`src/rtl/seq1011_pkg.sv`:
```
// Shared 1011 detector encoding and next-state/output functions.
// The same functions serve the single-channel detector and the time-multiplexed scheduler.
package seq1011_pkg;

    typedef enum logic [1:0] {
        S0 = 2'b00,  // idle
        S1 = 2'b01,  // seen "1"
        S2 = 2'b10,  // seen "10"
        S3 = 2'b11   // seen "101"
    } state_t;

    // Overlapping 1011 detector next state for input bit x.
    function automatic state_t next_state(input state_t s, input logic x);
        state_t n;
        case (s)
            S0:      n = x ? S1 : S0;
            S1:      n = x ? S1 : S2;
            S2:      n = x ? S3 : S0;
            S3:      n = x ? S1 : S2;
            default: n = S0;
        endcase
        return n;
    endfunction

    // Mealy match: the bit that completes "1011".
    function automatic logic match(input state_t s, input logic x);
        return (s == S3) && x;
    endfunction

endpackage

```
`src/rtl/seq1011_rr_sched_rr_arbiter.sv`:
```
// Round-robin arbiter: one-hot grant to the first requester at or after the pointer.
// The pointer advances past the winner only when the owner pulses upd.
module rr_arbiter #(
    parameter  int N     = 4,
    localparam int IDX_W = $clog2(N)
) (
    input  logic             clk,
    input  logic             clr,
    input  logic [N-1:0]     req,
    input  logic             upd,
    output logic [N-1:0]     gnt,
    output logic [IDX_W-1:0] gnt_idx
);

    logic [IDX_W-1:0] ptr_q, ptr_d;

    // Rotating priority search starting at ptr_q, wrapping modulo N.
    always_comb begin
        int               idx;
        logic [IDX_W-1:0] idx_v;
        logic             found;
        // NOTE: every variable gets a default before any conditional write; otherwise a latch is inferred.
        gnt     = '0;
        gnt_idx = '0;
        found   = 1'b0;
        idx     = 0;
        idx_v   = '0;
        for (int k = 0; k < N; k++) begin
            idx = int'(ptr_q) + k;
            if (idx >= N) idx = idx - N;
            idx_v = IDX_W'(idx);
            if (!found && req[idx_v]) begin
                found        = 1'b1;
                gnt[idx_v]   = 1'b1;
                gnt_idx      = idx_v;
            end
        end
    end

    // Next pointer: one past the winner, wrapping at N-1; held when nothing is granted.
    always_comb begin
        ptr_d = ptr_q;
        if (upd) ptr_d = (gnt_idx == IDX_W'(N - 1)) ? '0 : gnt_idx + 1'b1;
    end

    // Pointer register.
    always_ff @(posedge clk or posedge clr) begin
        // NOTE: state is updated with <= so every flop samples pre-edge values, independent of statement order.
        if (clr) ptr_q <= '0;
        else     ptr_q <= ptr_d;
    end

endmodule

```
`src/rtl/seq1011_rr_sched.sv`:
```
// Time-multiplexed 1011 detector: N_CH serial channels share one detector datapath.
// Each cycle at most one pending bit is granted round-robin and pushed through the detector;
// the result appears registered one cycle later tagged with its channel.
module seq1011_rr_sched
    import seq1011_pkg::*;
#(
    parameter int N_CH  = 4,
    parameter int CNT_W = 8
) (
    input  logic                     clk,
    input  logic                     clr,
    input  logic [N_CH-1:0]          bit_in,
    input  logic [N_CH-1:0]          bit_vld,
    output logic [N_CH-1:0]          bit_rdy,
    input  logic [N_CH-1:0]          chan_clr,
    output logic                     z_vld,
    output logic [$clog2(N_CH)-1:0]  z_ch,
    output logic                     z,
    output logic [N_CH*CNT_W-1:0]    match_cnt
);

    localparam int               IDX_W   = $clog2(N_CH);
    localparam logic [CNT_W-1:0] CNT_MAX = '1;

    logic [N_CH-1:0]  eligible;
    logic [N_CH-1:0]  gnt;
    logic [IDX_W-1:0] gnt_idx;
    logic             any_gnt;

    state_t           state_q [N_CH];
    state_t           state_d [N_CH];
    logic [CNT_W-1:0] cnt_q   [N_CH];
    logic [CNT_W-1:0] cnt_d   [N_CH];

    logic             z_vld_q, z_vld_d;
    logic [IDX_W-1:0] z_ch_q,  z_ch_d;
    logic             z_q,     z_d;

    // A channel being soft-cleared is masked from arbitration so its pending bit waits;
    // nothing is granted while clr is high.
    assign eligible = bit_vld & ~chan_clr & {N_CH{~clr}};
    assign any_gnt  = |gnt;
    assign bit_rdy  = gnt;

    rr_arbiter #(.N(N_CH)) u_arb (
        .clk     (clk),
        .clr     (clr),
        .req     (eligible),
        .upd     (any_gnt),
        .gnt     (gnt),
        .gnt_idx (gnt_idx)
    );

    // Next state: granted channel steps the shared detector, cleared channels restart, others hold.
    always_comb begin
        for (int i = 0; i < N_CH; i++) begin
            state_d[i] = state_q[i];
            cnt_d[i]   = cnt_q[i];
            if (chan_clr[i]) begin
                state_d[i] = S0;
                cnt_d[i]   = '0;
            end else if (gnt[i]) begin
                state_d[i] = next_state(state_q[i], bit_in[i]);
                if (match(state_q[i], bit_in[i]) && (cnt_q[i] != CNT_MAX))
                    cnt_d[i] = cnt_q[i] + 1'b1;
            end
        end
        z_vld_d = any_gnt;
        z_ch_d  = z_ch_q;
        z_d     = z_q;
        if (any_gnt) begin
            z_ch_d = gnt_idx;
            z_d    = match(state_q[gnt_idx], bit_in[gnt_idx]);
        end
    end

    // State, counter and result registers.
    always_ff @(posedge clk or posedge clr) begin
        if (clr) begin
            // NOTE: the per-channel arrays are small flop arrays, not RAM, so they take the async reset.
            for (int i = 0; i < N_CH; i++) begin
                state_q[i] <= S0;
                cnt_q[i]   <= '0;
            end
            z_vld_q <= 1'b0;
            z_ch_q  <= '0;
            z_q     <= 1'b0;
        end else begin
            for (int i = 0; i < N_CH; i++) begin
                state_q[i] <= state_d[i];
                cnt_q[i]   <= cnt_d[i];
            end
            z_vld_q <= z_vld_d;
            z_ch_q  <= z_ch_d;
            z_q     <= z_d;
        end
    end

    // Outputs: registered result and packed counter view.
    always_comb begin
        z_vld = z_vld_q;
        z_ch  = z_ch_q;
        z     = z_q;
        for (int i = 0; i < N_CH; i++) match_cnt[i*CNT_W +: CNT_W] = cnt_q[i];
    end

endmodule

```
`config.mk`:
```
export PLATFORM = sky130hd
export DESIGN_NAME = seq1011_rr_sched
export DESIGN_NICKNAME = d
export VERILOG_FILES = /design/src/rtl/seq1011_pkg.sv /design/src/rtl/seq1011_rr_sched_rr_arbiter.sv /design/src/rtl/seq1011_rr_sched.sv
export SDC_FILE = /design/constraint.sdc
export NUM_CORES = 1
export LEC_CHECK = 0
export BUFFER_PORTS_ARGS = -buffer_cell sky130_fd_sc_hd__buf_2
export CAP_MARGIN = 5
export CORE_MARGIN = 4
export CORE_UTILIZATION = 61
export CTS_CLUSTER_DIAMETER = 60
export DETAILED_ROUTE_END_ITERATION = 8
export PLACE_DENSITY_LB_ADDON = 0.3
export RECOVER_POWER = 50
export SLEW_MARGIN = 20
export SYNTH_ARGS = -nofsm -noshare
export SYNTH_HDL_FRONTEND = slang
export SYNTH_SLANG_ARGS = --single-unit
```
`constraint.sdc`:
```
create_clock -name clk -period 10.4 [get_ports clk]
set_clock_uncertainty 0.1 [all_clocks]
set_input_delay 2.08 -clock clk [delete_from_list [all_inputs] [get_ports clk]]
set_output_delay 2.08 -clock clk [all_outputs]
set_load 0.1 [all_outputs]
```
# --- Yosys cells after proc, flatten, opt, wreduce, memory -nomap -nowiden ---
# Index checks and enable logic that the tools add are counted.
word_totals:
  ff_bits: 46
  output_inout_bits: 40
  wordCells: 177
op_classes:
  addsub: 12
  magnitude_cmp: 14
  n_eq_ne: 18
  n_mux: 73
  bitwise: 8
  n_reduce_logical: 40
ops:
  columns: ["operator", "count"]
  rows:
  - ["$mux W8", 12]
  - ["$mux W2", 27]
  - ["$add A8 B1 Y8 const B", 4]
  - ["$ne A8 B8 Y1 const B", 4]
  - ["$pmux W2 S3", 4]
  - ["$eq A2 B2 Y1 const B", 10]
  - ["$logic_and A1 B1 Y1", 16]
  - ["$mux W1", 16]
  - ["$mux W4", 4]
  - ["$reduce_bool A2 Y1", 8]
  - ["$lt A2 B3 Y1 const B", 5]
  - ["$ge A3 B3 Y1 const B", 4]
  - ["$or A4 B4 Y4", 3]
  - ["$bmux W1 S2", 5]
  - ["$and A4 B4 Y4", 2]
  - ["$demux W1 S2", 4]
  - ["$eq A2 B1 Y1 const B", 4]
  - ["$ge A2 B1 Y1 const B", 4]
  - ["$logic_not A2 Y1", 4]
  - ["$reduce_and A2 Y1", 4]
  - ["$reduce_or A2 Y1", 4]
  - ["$sub A2 B1 Y2 const B", 4]
  - ["$add A2 B2 Y3 const B", 2]
  - ["$bmux W2 S2", 1]
  - ["8 further kinds", 10]

# --- Logic depth before layout (Yosys ltp) ---
# Gate-level depths: netlist of the first run.
depth:
  ltp_word: 21
  depth_mapped: 11

# --- Hierarchy ---
# Synthesis of the first run repeated with hierarchy kept, for this count alone.
unflattened:
  hier_cells: 296
  area_unflattened_um2: 2820.2
by_module_without_submodules:
  columns: ["module", "n_inst", "cells_each", "area_each_um2", "seq_area_each_um2"]
  rows:
  - ["seq1011_rr_sched", 1, 231, 2262.2, 1101.1]
  - ["rr_arbiter", 1, 65, 558.0, 50.0]

# --- Worst setup path before layout of the first run ---
# OpenSTA, ideal clock, no wires.
synth_timing:
  path_kind: "input to output"
  start: "input port clr"
  end: "output port bit_rdy[3]"
  arrival_ns: 4.729
  setup_slack_ns: 3.491
  stages: 5
  n_path_buf: 0
  path_cell_list: "inv_1 -> nand4_1 -> a21oi_1 -> o21ai_1 -> nand3_1"
synth_via:
  elab_chain_len: 14
synth_rtl:
  columns: ["item", "line", "text"]
  rows:
  - ["start, declared", "seq1011_rr_sched.sv:11", "input logic clr,"]
  - ["$not A1 Y1 *", "seq1011_rr_sched.sv:41", "assign eligible = bit_vld & ~chan_clr & {N_CH{~clr}};"]
  - ["$and A4 B4 Y4 *", "seq1011_rr_sched.sv:41", null]
  - ["$bmux W1 S2", "seq1011_rr_sched_rr_arbiter.sv:32", "if (!found && req[idx_v]) begin"]
  - ["$mux W1 (not written as such)", "seq1011_rr_sched_rr_arbiter.sv:32", null]
  - ["$mux W1", "seq1011_rr_sched_rr_arbiter.sv:32", null]
  - ["$logic_not A1 Y1", "seq1011_rr_sched_rr_arbiter.sv:32", null]
  - ["$logic_and A1 B1 Y1", "seq1011_rr_sched_rr_arbiter.sv:32", null]
  - ["$mux W1", "seq1011_rr_sched_rr_arbiter.sv:32", null]
  - ["$logic_not A1 Y1", "seq1011_rr_sched_rr_arbiter.sv:32", null]
  - ["$logic_and A1 B1 Y1", "seq1011_rr_sched_rr_arbiter.sv:32", null]
  - ["$mux W1", "seq1011_rr_sched_rr_arbiter.sv:32", null]
  - ["$logic_not A1 Y1", "seq1011_rr_sched_rr_arbiter.sv:32", null]
  - ["$logic_and A1 B1 Y1", "seq1011_rr_sched_rr_arbiter.sv:32", null]
  - ["$mux W4 *", "seq1011_rr_sched_rr_arbiter.sv:32", null]
  - ["end, declared", "seq1011_rr_sched.sv:14", "output logic [N_CH-1:0] bit_rdy,"]
# Every way passes the cells marked *; elsewhere a longest branch is shown, timed or not. The select of a mux whose other input is x is not followed.

# --- Final worst setup path of the first run ---
# Same ends and word-level chain as after synthesis.

==> results.md, run 1 <==
- Placement row count: 25
- Hold path startpoint: z
- Vertical die dimension: 79.5 µm
- Gate Count Post-Synth: 310
- Maximum buffer depth of the clock tree: 2
- Fraction of the yosys area taken by sequential cells: 36.9%
- CTS Sinks: 46
- Normalized max-slew margin: -88.8%
- Largest net degree at the start of global routing: 51
- Routed length per instance: between 15 and 20 µm
- Area of the placeable core: 4850 µm²
- Crit path max-delay family: buffers and inverters
- Count of state elements after synthesis: 46
- Area of the die: 6320 µm²
- Worst-path cell chain: clkbuf_1 > clkinv_1 > clkbuf_1 > o21ai_2 > nand3_1 > buf_2
- Final HPWL from detailed placement: 4950 µm
- Drt first-iter violations: 137
- # IOs: 54
- Number of cells upsized or downsized after cts: 0
- Total routing resource utilization after global routing: a little under a quarter
- Most frequent cells after synthesis: dfrtp_1, nor2_1, nand3_1
- Proportion of register bits with asynchronous set or reset after synthesis: 100%
- Worst Hold Slack: ~420 ps
- Antenna violations before repair: 0
- Detailed-route vias per instance: 6.01
- Internal power of the cells: 336 µW
- Leading area contributor after synthesis: dfrtp_1
- CP dominant cell by count: clkbuf_1
- Worst-margin pin slew: about 2800 ps
- Final setup TNS: 0 ps
- Routed Wire Length: 6770 µm
- Total power: 587 µW
- Final global-route overflow total: 0
- H-tree depth: 2
- Cell area after technology mapping: 3120 µm²
- GPL Wtd Cong: about 0.9
- Worst path bufs/invs: 4
- Via count of the first global-routing pass: roughly 2500
- Total of max-cap violations: 1
- Post-synth EDFFs: 0
- Register clock-pin slew on the reported worst setup and hold paths: 90 ps
- Slowest cell on the critical path: clkbuf_1
- Clock power share: 22.9%
- Area share of the largest cell type after synthesis: 36.9%
- Prevailing post-synth register cell: dfrtp_1
- CTS Buf Count: 5
- Worst setup margin: between 2000 and 3000 ps
- Largest vdd supply drop: 0.000148 V
- Total DRC errors in the routed layout: 0
- Layout cells sized above 1: 21.3%
- Slowest stage delay, CP: 1990 ps
- Result of the run: finished with violations
- Portion of the clock cycle consumed by the worst path in the final layout: 74.6%
- Flop pwr share: 35.2%
- Number of instances on the worst hold path: 1
- CTS tree: yes
- Number of failing setup endpoints in the final timing report: 0
- DRT Pass-1 Iters: 4
- Max Clk Rate: around 0.13 GHz
- Endpoint of the most critical register-to-register path: match_cnt[29]
- DIE WIDTH: between 70 and 80 µm
- Type of the worst setup path: input pin to output pin
- Routed Antenna Nets: 0
- Reported net switching power: 252 µW
- Kind of start point of the critical path: input pin
- Worst r2r path cells: 9
- Final critical path time including I/O delays and setup: approximately 7800 ps
- Number of hold-slack violations in the final timing report: 0
- Initial cell density of the core: 64.3%
- Final-layout fill cell count: 397
- Launching point of the worst reg2reg path: u_arb.ptr_q[0]
- Worst Hold Class: register to register
- Library cell used as clock root buffer: clkbuf_8
- Relative contribution of combinational cells to total power: 41.9%
- Most repeated cell in the gate-level netlist after synthesis: dfrtp_1
- Leakage power: 0.00156 µW
- Biggest area contributors in the synthesized netlist: dfrtp_1, ha_1, nor2_1, mux2i_1, xnor2_1
- Final Instance Area: 3510 µm²
- Area after detailed placement: 3430 µm²
- Later-pin clock latency in the skew report: 300 ps
- Highest net fanout along the worst path: 50
- Setup slack, reg-to-reg: 6080 ps
- Count of synthesis-stage warnings from yosys: 0
- Synthesized Nets: 337
- Flip-flop and latch area: 1150 µm²
- Hold Path End: z
- Placement Setup Slack: roughly 3800 ps
- Global-route wire length before repair: between 10000 and 15000 µm
- Violated checks: max-capacitance violations, max-slew violations
- Number of nets in the final layout: just under 400
- Arrival time reported for the critical path endpoint: 5580 ps
- Net switching fraction of the power: between 40% and 50%
- PwrDens: 167 nW/µm²
- Combined area of the multi-input logic cells: between 1500 and 2000 µm²
- Count of hold buffers inserted by post-cts repair: 0
- Area delta synth->final: 12.5%
- Synthesized area divided by synthesized cell count: 10.1 µm²
- Endpoint type of the worst setup path: output pin
- Number of distinct standard cells referenced by the synthesized netlist: 52
- Worst EP required: 8220 ps
- IO buf count: between 50 and 60
- # Post-CTS Setup Buffers: 0
- Slew Limit Fails: 51
- Overall via count from detail_route: 2579
- ANT cells: 0
- Unrepaired setup endpoints after global routing: false
[layout make-up]
class / count / area share [%]
clock buffers: 6 / 2.07
clock inverters: 2 / 1.07
inverters: 16 / 1.71
multi-input cells: 238 / 53.0
flip-flops and latches: 46 / 32.8
well taps: 67 / 2.39
repair buffers: 54 / 6.92
[flip-flops by register name (all words and copies together), names as in the netlist]
signal and count:
match_cnt 32, state_q 8, u_arb.ptr_q 2, z 1
z_ch 2, z_vld 1
[per-layer routing]
| layer | wire [µm] | GRT usage [%] | vias up |
|---|---|---|---|
| li1 | - | - | 1241 |
| met1 | 2800 | 27.5 | 1251 |
| met2 | 3480 | 40.7 | 69 |
| met3 | 297 | 4.29 | 18 |
| met4 | 194 | 9.79 | 0 |
| met5 | 0 | 0 | - |
[worst max-delay path by stage]
stage / slack [ps] / to / depth (start not counted) / from
6_report: 2640 / bit_rdy[3] / 6 / clr
4_1_cts: 3760 / bit_rdy[3] / 7 / chan_clr[2]
2_1_floorplan: 3490 / bit_rdy[3] / 5 / clr
3_5_place_dp: 3770 / bit_rdy[3] / 7 / chan_clr[2]
3_3_place_gp: 3900 / bit_rdy[3] / 7 / chan_clr[2]
5_1_grt: 2090 / bit_rdy[3] / 6 / clr
[layout by cell type (no fill, tap or decap), types with 2 or more instances in the layout]
cell	synthesis	layout
a2111oi_2	2	2
a21bo_1	4	4
a21bo_2	4	4
a21oi_1	18	18
a311oi_1	10	10
a31o_1	4	4
a31o_2	7	7
a31oi_2	3	3
and2_1	3	3
and3_1	12	12
buf_2	2	32
clkbuf_1	5	23
clkbuf_8	0	5
dfrtp_1	46	46
ha_1	13	13
inv_1	15	14
mux2_1	4	4
mux2_4	5	5
mux2i_1	11	11
mux4_2	2	2
nand2_1	3	3
nand2b_1	7	7
nand3_1	19	19
nand3_4	2	2
nand3b_1	8	8
nand4_1	11	11
nor2_1	37	37
nor2b_1	6	6
nor4bb_1	2	2
o21ai_0	3	3
o21ai_1	5	5
o21ai_2	2	2
o21ai_4	2	2
or3_1	2	2
xnor2_1	12	12
[logic make-up (layout without fill, tap and decap cells)]
group,Yosys count,after routing,synth area share (%)
and+or+nand+nor,121,121,23.0
xor gates and xnor gates,12,12,3.37
buffers and inverters,26,78,3.45
muxes,23,23,9.19
adders and majority gates,13,13,5.22
DFF,46,46,36.9
AOI/OAI and AO/OA,69,69,18.9
[power groups by stage]
stage,clock network (µW),logic [µW],registers (µW)
detailed placement,0,246,209
floorplan,0,170,242
finish,134,246,207
global route,146,264,209
CTS,138,247,206
global placement,0,239,209
[worst reg2reg max path: cells and delay by family (launching register included)]
kind            cells  cell delay [ps]
simple gates        5             1690
flops               1              770
fa+ha+maj           1              520
compound gates      1              510
mux                 1              320
buf+inv             1              310
[through the flow]
step / instances / utilization [%]
after CTS: 429 / 73.0
after floorplan: 310 / -
after detailed placement: 421 / 70.7
after global placement: 421 / 70.7
after global routing: 429 / 72.3
final: 429 / 72.3
Power figures use the tool's default switching activity.
==> inputs of run 2 (changes only) <==
--- a/config.mk
+++ b/config.mk
@@ -5,10 +5,11 @@
 export SDC_FILE = /design/constraint.sdc
 export NUM_CORES = 1
 export LEC_CHECK = 0
+export ABC_AREA = 1
 export BUFFER_PORTS_ARGS = -buffer_cell sky130_fd_sc_hd__buf_2
 export CAP_MARGIN = 5
 export CORE_MARGIN = 4
-export CORE_UTILIZATION = 61
+export CORE_UTILIZATION = 57
 export CTS_CLUSTER_DIAMETER = 60
 export DETAILED_ROUTE_END_ITERATION = 8
 export PLACE_DENSITY_LB_ADDON = 0.3
==> constraint.sdc (replaced) <==
create_clock -name clk -period 7.36 [get_ports clk]
set_clock_uncertainty 0.1 [all_clocks]
set_input_delay 1.472 -clock clk [delete_from_list [all_inputs] [get_ports clk]]
set_output_delay 1.472 -clock clk [all_outputs]
set_load 0.1 [all_outputs]
==> run 2 against run 1 <==
Largest power group unchanged. Critical path type unchanged. Synthesized cell count grew 32%. Critical path depth grew 6. Clock-buffer cell count shrank 1. Register-to-register slack lost 1500 ps. Die area grew 6.6%. Flip-flop and latch count is the same. Sequential share of layout area shrank 0.29 points. The run now ends clean. Power grew 120%. Routed wire length grew 1.4%.
==> results.md, run 2 <==
- Layout cells sized above 1: 16.6%
- Library cell used as clock root buffer: clkbuf_8
- H-tree depth: 2
- Gate Count Post-Synth: about 400
- GPL Wtd Cong: 0.901
- Register clock-pin slew on the reported worst setup and hold paths: about 90 ps
- Worst-path cell chain: clkbuf_1 > clkinv_1 > buf_4 > nand3_1 > nand2_1 > nand3_1 > nand2_2 > nand3_2 > nor2_1 > nor2_2 > nand2_4 > buf_2
- Area delta synth->final: 13.1%
- Area of the die: ~6700 µm²
- # Post-CTS Setup Buffers: 0
- Slew Limit Fails: 0
- Largest net degree at the start of global routing: 49
- Setup slack, reg-to-reg: about 4500 ps
- Leading area contributor after synthesis: dfrtp_1
- Number of cells upsized or downsized after cts: 0
- Xor and xnor fraction of the mapped netlist area: around 5.9%
- Initial cell density of the core: 60.1%
- Area of the placeable core: around 5200 µm²
- Biggest area contributors in the synthesized netlist: dfrtp_1, nand3_1, nand2_1, xor2_1, ha_1
- Proportion of register bits with asynchronous set or reset after synthesis: 100%
- Post-Synth Simple-Gate Area: 39.3%
- Hold Path End: z_ch[0]
- Total of max-cap violations: 0
- PwrDens: 369 nW/µm²
- Fraction of the yosys area taken by sequential cells: 36.8%
- Number of flip-flops in the largest register: 32
- CTS tree: yes
- Number of instances on the worst hold path: 2
- Final-layout fill cell count: 476
- Number of hold-slack violations in the final timing report: 0
- Synthesized area divided by synthesized cell count: 7.67 µm²
- Worst-margin pin slew: 1180 ps
- Share of cell area taken by muxes after synthesis: 0%
- Max Clk Rate: 0.194 GHz
- Leakage power: 0.00187 µW
- Final HPWL from detailed placement: between 5000 and 6000 µm
- Total DRC errors in the routed layout: 0
- Result of the run: completed
- Vertical die dimension: between 80 and 90 µm
- Slowest stage delay, CP: 490 ps
- ANT cells: 0
- IO buf count: 53
- Final setup TNS: 0 ps
- Area share of the largest cell type after synthesis: 36.8%
- Final global-route overflow total: 0
- Worst Hold Class: register to register
- Most frequent cells after synthesis: nand2_1, nand3_1, dfrtp_1
- Placement row count: 26
- Count of synthesis-stage warnings from yosys: 0
- Type of the worst setup path: input pin to output pin
- Drt first-iter violations: 94
- Cell area after technology mapping: 3130 µm²
- Later-pin clock latency in the skew report: 310 ps
- Post-synth EDFFs: 0
- DRT Pass-1 Iters: 4
- CTS Buf Count: 5
- Largest family of logic cells by synthesized area: simple AND/OR/NAND/NOR gates
- Total power: between 1000 and 1500 µW
- Core utilization of the finished layout: 68.0%
- CP dominant cell by count: nand3_1
- Unrepaired setup endpoints after global routing: false
- Share of synthesized cell area in full adder, half adder and majority cells: 5.20%
- Hold path startpoint: z_ch[0]
- Routed Wire Length: 6870 µm
- Worst EP required: 5790 ps
- Normalized max-slew margin: 21.8%
- Detailed-route vias per instance: between 5 and 6
- Total routing resource utilization after global routing: 22.7%
- Portion of the clock cycle consumed by the worst path in the final layout: 69.9%
- Count of hold buffers inserted by post-cts repair: 0
- Kind of start point of the critical path: input pin
- Synthesized Nets: 435
- Global-route wire length before repair: 12100 µm
- Arrival time reported for the critical path endpoint: about 3600 ps
- Endpoint of the most critical register-to-register path: match_cnt[24]
- Antenna violations before repair: 0
- Endpoint type of the worst setup path: output pin
- CTS Sinks: 46
- Largest vdd supply drop: 0.000258 V
- # IOs: between 50 and 60
- Number of distinct standard cells referenced by the synthesized netlist: 24
- Maximum buffer depth of the clock tree: 2
- Most frequent cells in the layout: nand3_1, nand2_1, dfrtp_1, inv_1, buf_2
- Routed length per instance: 12.9 µm
- Slowest cell on the critical path: buf_4
- Overall via count from detail_route: 2851
- Worst r2r path cells: 13
- Count of state elements after synthesis: 46
- Final critical path time including I/O delays and setup: 5140 ps
- Launching point of the worst reg2reg path: u_arb.ptr_q[0]
- Number of nets in the final layout: between 400 and 500
- Via count of the first global-routing pass: 2697
- Number of failing setup endpoints in the final timing report: 0
- Highest net fanout along the worst path: 48
- Prevailing post-synth register cell: dfrtp_1
- DIE WIDTH: 82.1 µm
- Routed Antenna Nets: 0
- Compound-Gate Fraction of Synth Area: 6.24%
-- run 2: changes by cell type in the layout (fill, tap and decap cells not counted), moves of 13 or more --
| cell | previous run | this run |
|---|---|---|
| nand2_1 | 3 | 85 |
| nand3_1 | 19 | 85 |
| inv_1 | 14 | 40 |
| xor2_1 | 0 | 21 |
| a21oi_1 | 18 | 3 |
| nand2_4 | 0 | 13 |
-- run 2: power breakdown --
group / internal, µW / switching (µW)
Combinational: 184 / 611
Clock: 102 / 89.1
Sequential: 288 / 33.8
-- run 2: cell families (layout without fill, tap and decap cells) --
family          Yosys count  after routing
simple gates            243            243
buf+inv                  50            106
flops                    46             46
compound gates           35             35
xor+xnor                 21             21
fa+ha+maj                13             13
-- run 2: worst max-delay path by stage --
stage	cells after the start	end	start
after detailed placement	12	bit_rdy[1]	clr
after CTS	12	bit_rdy[1]	clr
after global placement	12	bit_rdy[1]	clr
final	12	bit_rdy[1]	clr
after global routing	12	bit_rdy[0]	clr
after floorplan	9	bit_rdy[0]	clr
-- run 2: cell type report --
class	instances	area [µm²]	area share (%)
inverter	44	168	4.74
clock buffer	5	68.8	1.94
timing repair buffer	54	246	6.97
multi-input combinational	312	1770	50.1
tap	70	87.6	2.48
clock inverter	3	43.8	1.24
sequential	46	1150	32.5
-- run 2: routing by layer --
layer	track usage, %	wire (µm)
met1	28.9	3100
met2	39.0	3310
met3	4.34	331
met4	6.98	124
met5	0	0
-- run 2: worst max-delay path, delay by kind of cell --
kind / cells / cell delay (ps)
buf+inv: 4 / 1130
simple gates: 8 / 970
-- run 2: stage by stage --
| stage | instance area, µm² | std cells | setup WS [ps] | hold WS (ps) |
|---|---|---|---|---|
| 2_1_floorplan | 3130 | 408 | 2240 | 412 |
| 3_3_place_gp | 3450 | 526 | 2250 | 411 |
| 3_5_place_dp | 3450 | 526 | 2190 | 412 |
| 4_1_cts | 3560 | 534 | 2180 | 439 |
| 5_1_grt | 3540 | 534 | 1940 | 478 |
| 6_report | 3540 | 534 | 2220 | 442 |
==> inputs of run 3 (changes only) <==
--- a/config.mk
+++ b/config.mk
@@ -9,7 +9,7 @@
 export BUFFER_PORTS_ARGS = -buffer_cell sky130_fd_sc_hd__buf_2
 export CAP_MARGIN = 5
 export CORE_MARGIN = 4
-export CORE_UTILIZATION = 57
+export CORE_UTILIZATION = 51
 export CTS_CLUSTER_DIAMETER = 60
 export DETAILED_ROUTE_END_ITERATION = 8
 export PLACE_DENSITY_LB_ADDON = 0.3
==> constraint.sdc (replaced) <==
create_clock -name clk -period 4.5 [get_ports clk]
set_clock_uncertainty 0.1 [all_clocks]
set_input_delay 0.9 -clock clk [delete_from_list [all_inputs] [get_ports clk]]
set_output_delay 0.9 -clock clk [all_outputs]
set_load 0.1 [all_outputs]
==> run 3 against run 2 <==
The run now ends with max-capacitance violations, max-slew violations left. Core utilization decreased by 8.5 points. Critical path depth decreased by 2. Hold slack got worse by 18 ps. First-iteration DRC count decreased by 11%. Power increased by 59%. Via count increased by 2.5%. Worst setup slack got worse by 1700 ps. Design area decreased by 0.53%. Sequential power increased by 63%. Combinational power increased by 62%. Final cell count increased by 0.94%. Global-route usage decreased by 2.7 points. Largest cell class unchanged.
==> results.md, run 3 (synthesized netlist as in run 2, its figures left out) <==
- Type of the worst setup path: register to output pin
- Normalized max-slew margin: -63.9%
- Total of max-cap violations: 1
- Final setup TNS: 0 ps
- Launching point of the worst reg2reg path: u_arb.ptr_q[1]
- Reported net switching power: 1190 µW
- Worst-margin pin slew: 2460 ps
- Slew Limit Fails: 47
- Worst r2r path cells: 13
- Area delta synth->final: 12.5%
- Net switching fraction of the power: 57.1%
- Final HPWL from detailed placement: 5200 µm
- Arrival time reported for the critical path endpoint: 2970 ps
- Violated checks: max-capacitance violations, max-slew violations
- Met3 routing resource usage after global routing: roughly 3.1%
- # Post-CTS Setup Buffers: 0
- Portion of the clock cycle consumed by the worst path in the final layout: just under 90%
- Worst Hold Slack: 424 ps
- Largest net degree at the start of global routing: 47
- Worst Hold Class: register to register
- Via count of the first global-routing pass: 2887
- Number of flip-flops in the largest register: 32
- Leakage power: 0.00186 µW
- Total power: 2080 µW
- Number of hold-slack violations in the final timing report: 0
- Total DRC errors in the routed layout: 0
- Placement row count: 28
- Maximum buffer depth of the clock tree: 2
- Initial cell density of the core: 52.9%
- Hold Path End: z_ch[0]
- Internal power of the cells: 893 µW
- Vertical die dimension: 86.3 µm
- Endpoint of the most critical register-to-register path: match_cnt[5]
- Hold path startpoint: z_ch[0]
- H-tree depth: 2
- Layout cells sized above 1: between 10% and 20%
- Flop pwr share: 25.2%
- Drt first-iter violations: 84
- Met2 Use GR: 36.6%
- Endpoint type of the worst setup path: output pin
- CTS Buf Count: 5
- DIE WIDTH: 86.3 µm
- Later-pin clock latency in the skew report: 310 ps
- Global-route wire length before repair: around 12000 µm
- # IOs: 54
- Setup slack, reg-to-reg: around 1700 ps
- IO buf count: 53
- PwrDens: just under 600 nW/µm²
- Area of the die: 7450 µm²
- Grt met1 use: between 20% and 30%
- Max Clk Rate: 0.252 GHz
- Total routing resource utilization after global routing: around a fifth
- Routed length per instance: 13.1 µm
- Number of failing setup endpoints in the final timing report: 0
- Detailed-route vias per instance: about 5.4
- Number of instances on the worst hold path: 2
- Routed Antenna Nets: 0
- Result of the run: finished with violations
- Final global-route overflow total: 0
- Most frequent cells in the layout: nand3_1, nand2_1, dfrtp_1, inv_1, buf_2
- Number of cells upsized or downsized after cts: 0
- Largest vdd supply drop: 0.000516 V
- CTS Sinks: 46
- Library cell used as clock root buffer: clkbuf_8
- Clock power share: between 10% and 20%
- Kind of start point of the critical path: register
- Unrepaired setup endpoints after global routing: false
- Overall via count from detail_route: 2923
- ANT cells: 0
- Highest net fanout along the worst path: 10
- Total placed cells including tap cells: around 530
- CTS tree: yes
- Peak-usage layer in the global routing report: met2
- DRT Pass-1 Iters: 4
- Count of hold buffers inserted by post-cts repair: 0
- Final-layout fill cell count: ~570
- Area of the placeable core: a little under 6000 µm²
- Worst EP required: 3500 ps
- GPL Wtd Cong: 0.830
- Routed Wire Length: 7060 µm
- Relative contribution of combinational cells to total power: 61.9%
- Number of nets in the final layout: 490
- Count of placed standard cells in the final layout, fillers left out: 539
- Antenna violations before repair: 0
- Final critical path time including I/O delays and setup: 3970 ps
- Register clock-pin slew on the reported worst setup and hold paths: approximately 90 ps
run 3: worst max-delay path by stage:
| stage | start | to | slack, ps |
|---|---|---|---|
| floorplan | clr | bit_rdy[0] | 530 |
| global placement | chan_clr[2] | bit_rdy[1] | 910 |
| detailed placement | chan_clr[2] | bit_rdy[1] | 870 |
| CTS | u_arb.ptr_q[1] | bit_rdy[0] | 550 |
| global route | u_arb.ptr_q[0] | bit_rdy[0] | 310 |
| finish | u_arb.ptr_q[1] | bit_rdy[1] | 530 |
run 3: layer usage:
| metal | wire length [µm] | share of wire, % |
|---|---|---|
| met2 | 3470 | 49 |
| met5 | 0 | 0 |
| met1 | 3190 | 45 |
| met3 | 309 | 4.4 |
| met4 | 89 | 1.3 |
run 3: cell type report:
| class | instances | area (µm²) | area share, % |
|---|---|---|---|
| flip-flops and latches | 46 | 1150 | 32.7 |
| repair buffers | 54 | 243 | 6.90 |
| clock buffers | 7 | 86.3 | 2.45 |
| inverters | 44 | 168 | 4.76 |
| clock inverters | 1 | 5.00 | 0.142 |
| well taps | 75 | 93.8 | 2.67 |
| multi-input cells | 312 | 1770 | 50.4 |
run 3: power groups by stage:
stage	registers (µW)	clock network [µW]	logic, µW
final	524	270	1290
after global routing	535	291	1420
after CTS	523	274	1300
after detailed placement	531	0	1290
after global placement	530	0	1270
after floorplan	670	0	933
run 3: per-stage QoR:
step,instance area (µm²),util (%),setup WS [ps]
after floorplan,3130,-,529
after global placement,3460,58.4,912
after detailed placement,3460,58.4,871
after CTS,3550,60.0,548
after global routing,3520,59.4,307
final,3520,59.4,533
run 3: worst max-delay path: stages, from the launching register on:
cell     delay [ps]
dfrtp_1         550
inv_1           270
ha_1            400
inv_1           140
nand3_1         100
nand2_1         150
nand2_2          90
nor2_4          170
nand3_1         170
nand2_4         180
buf_2           450
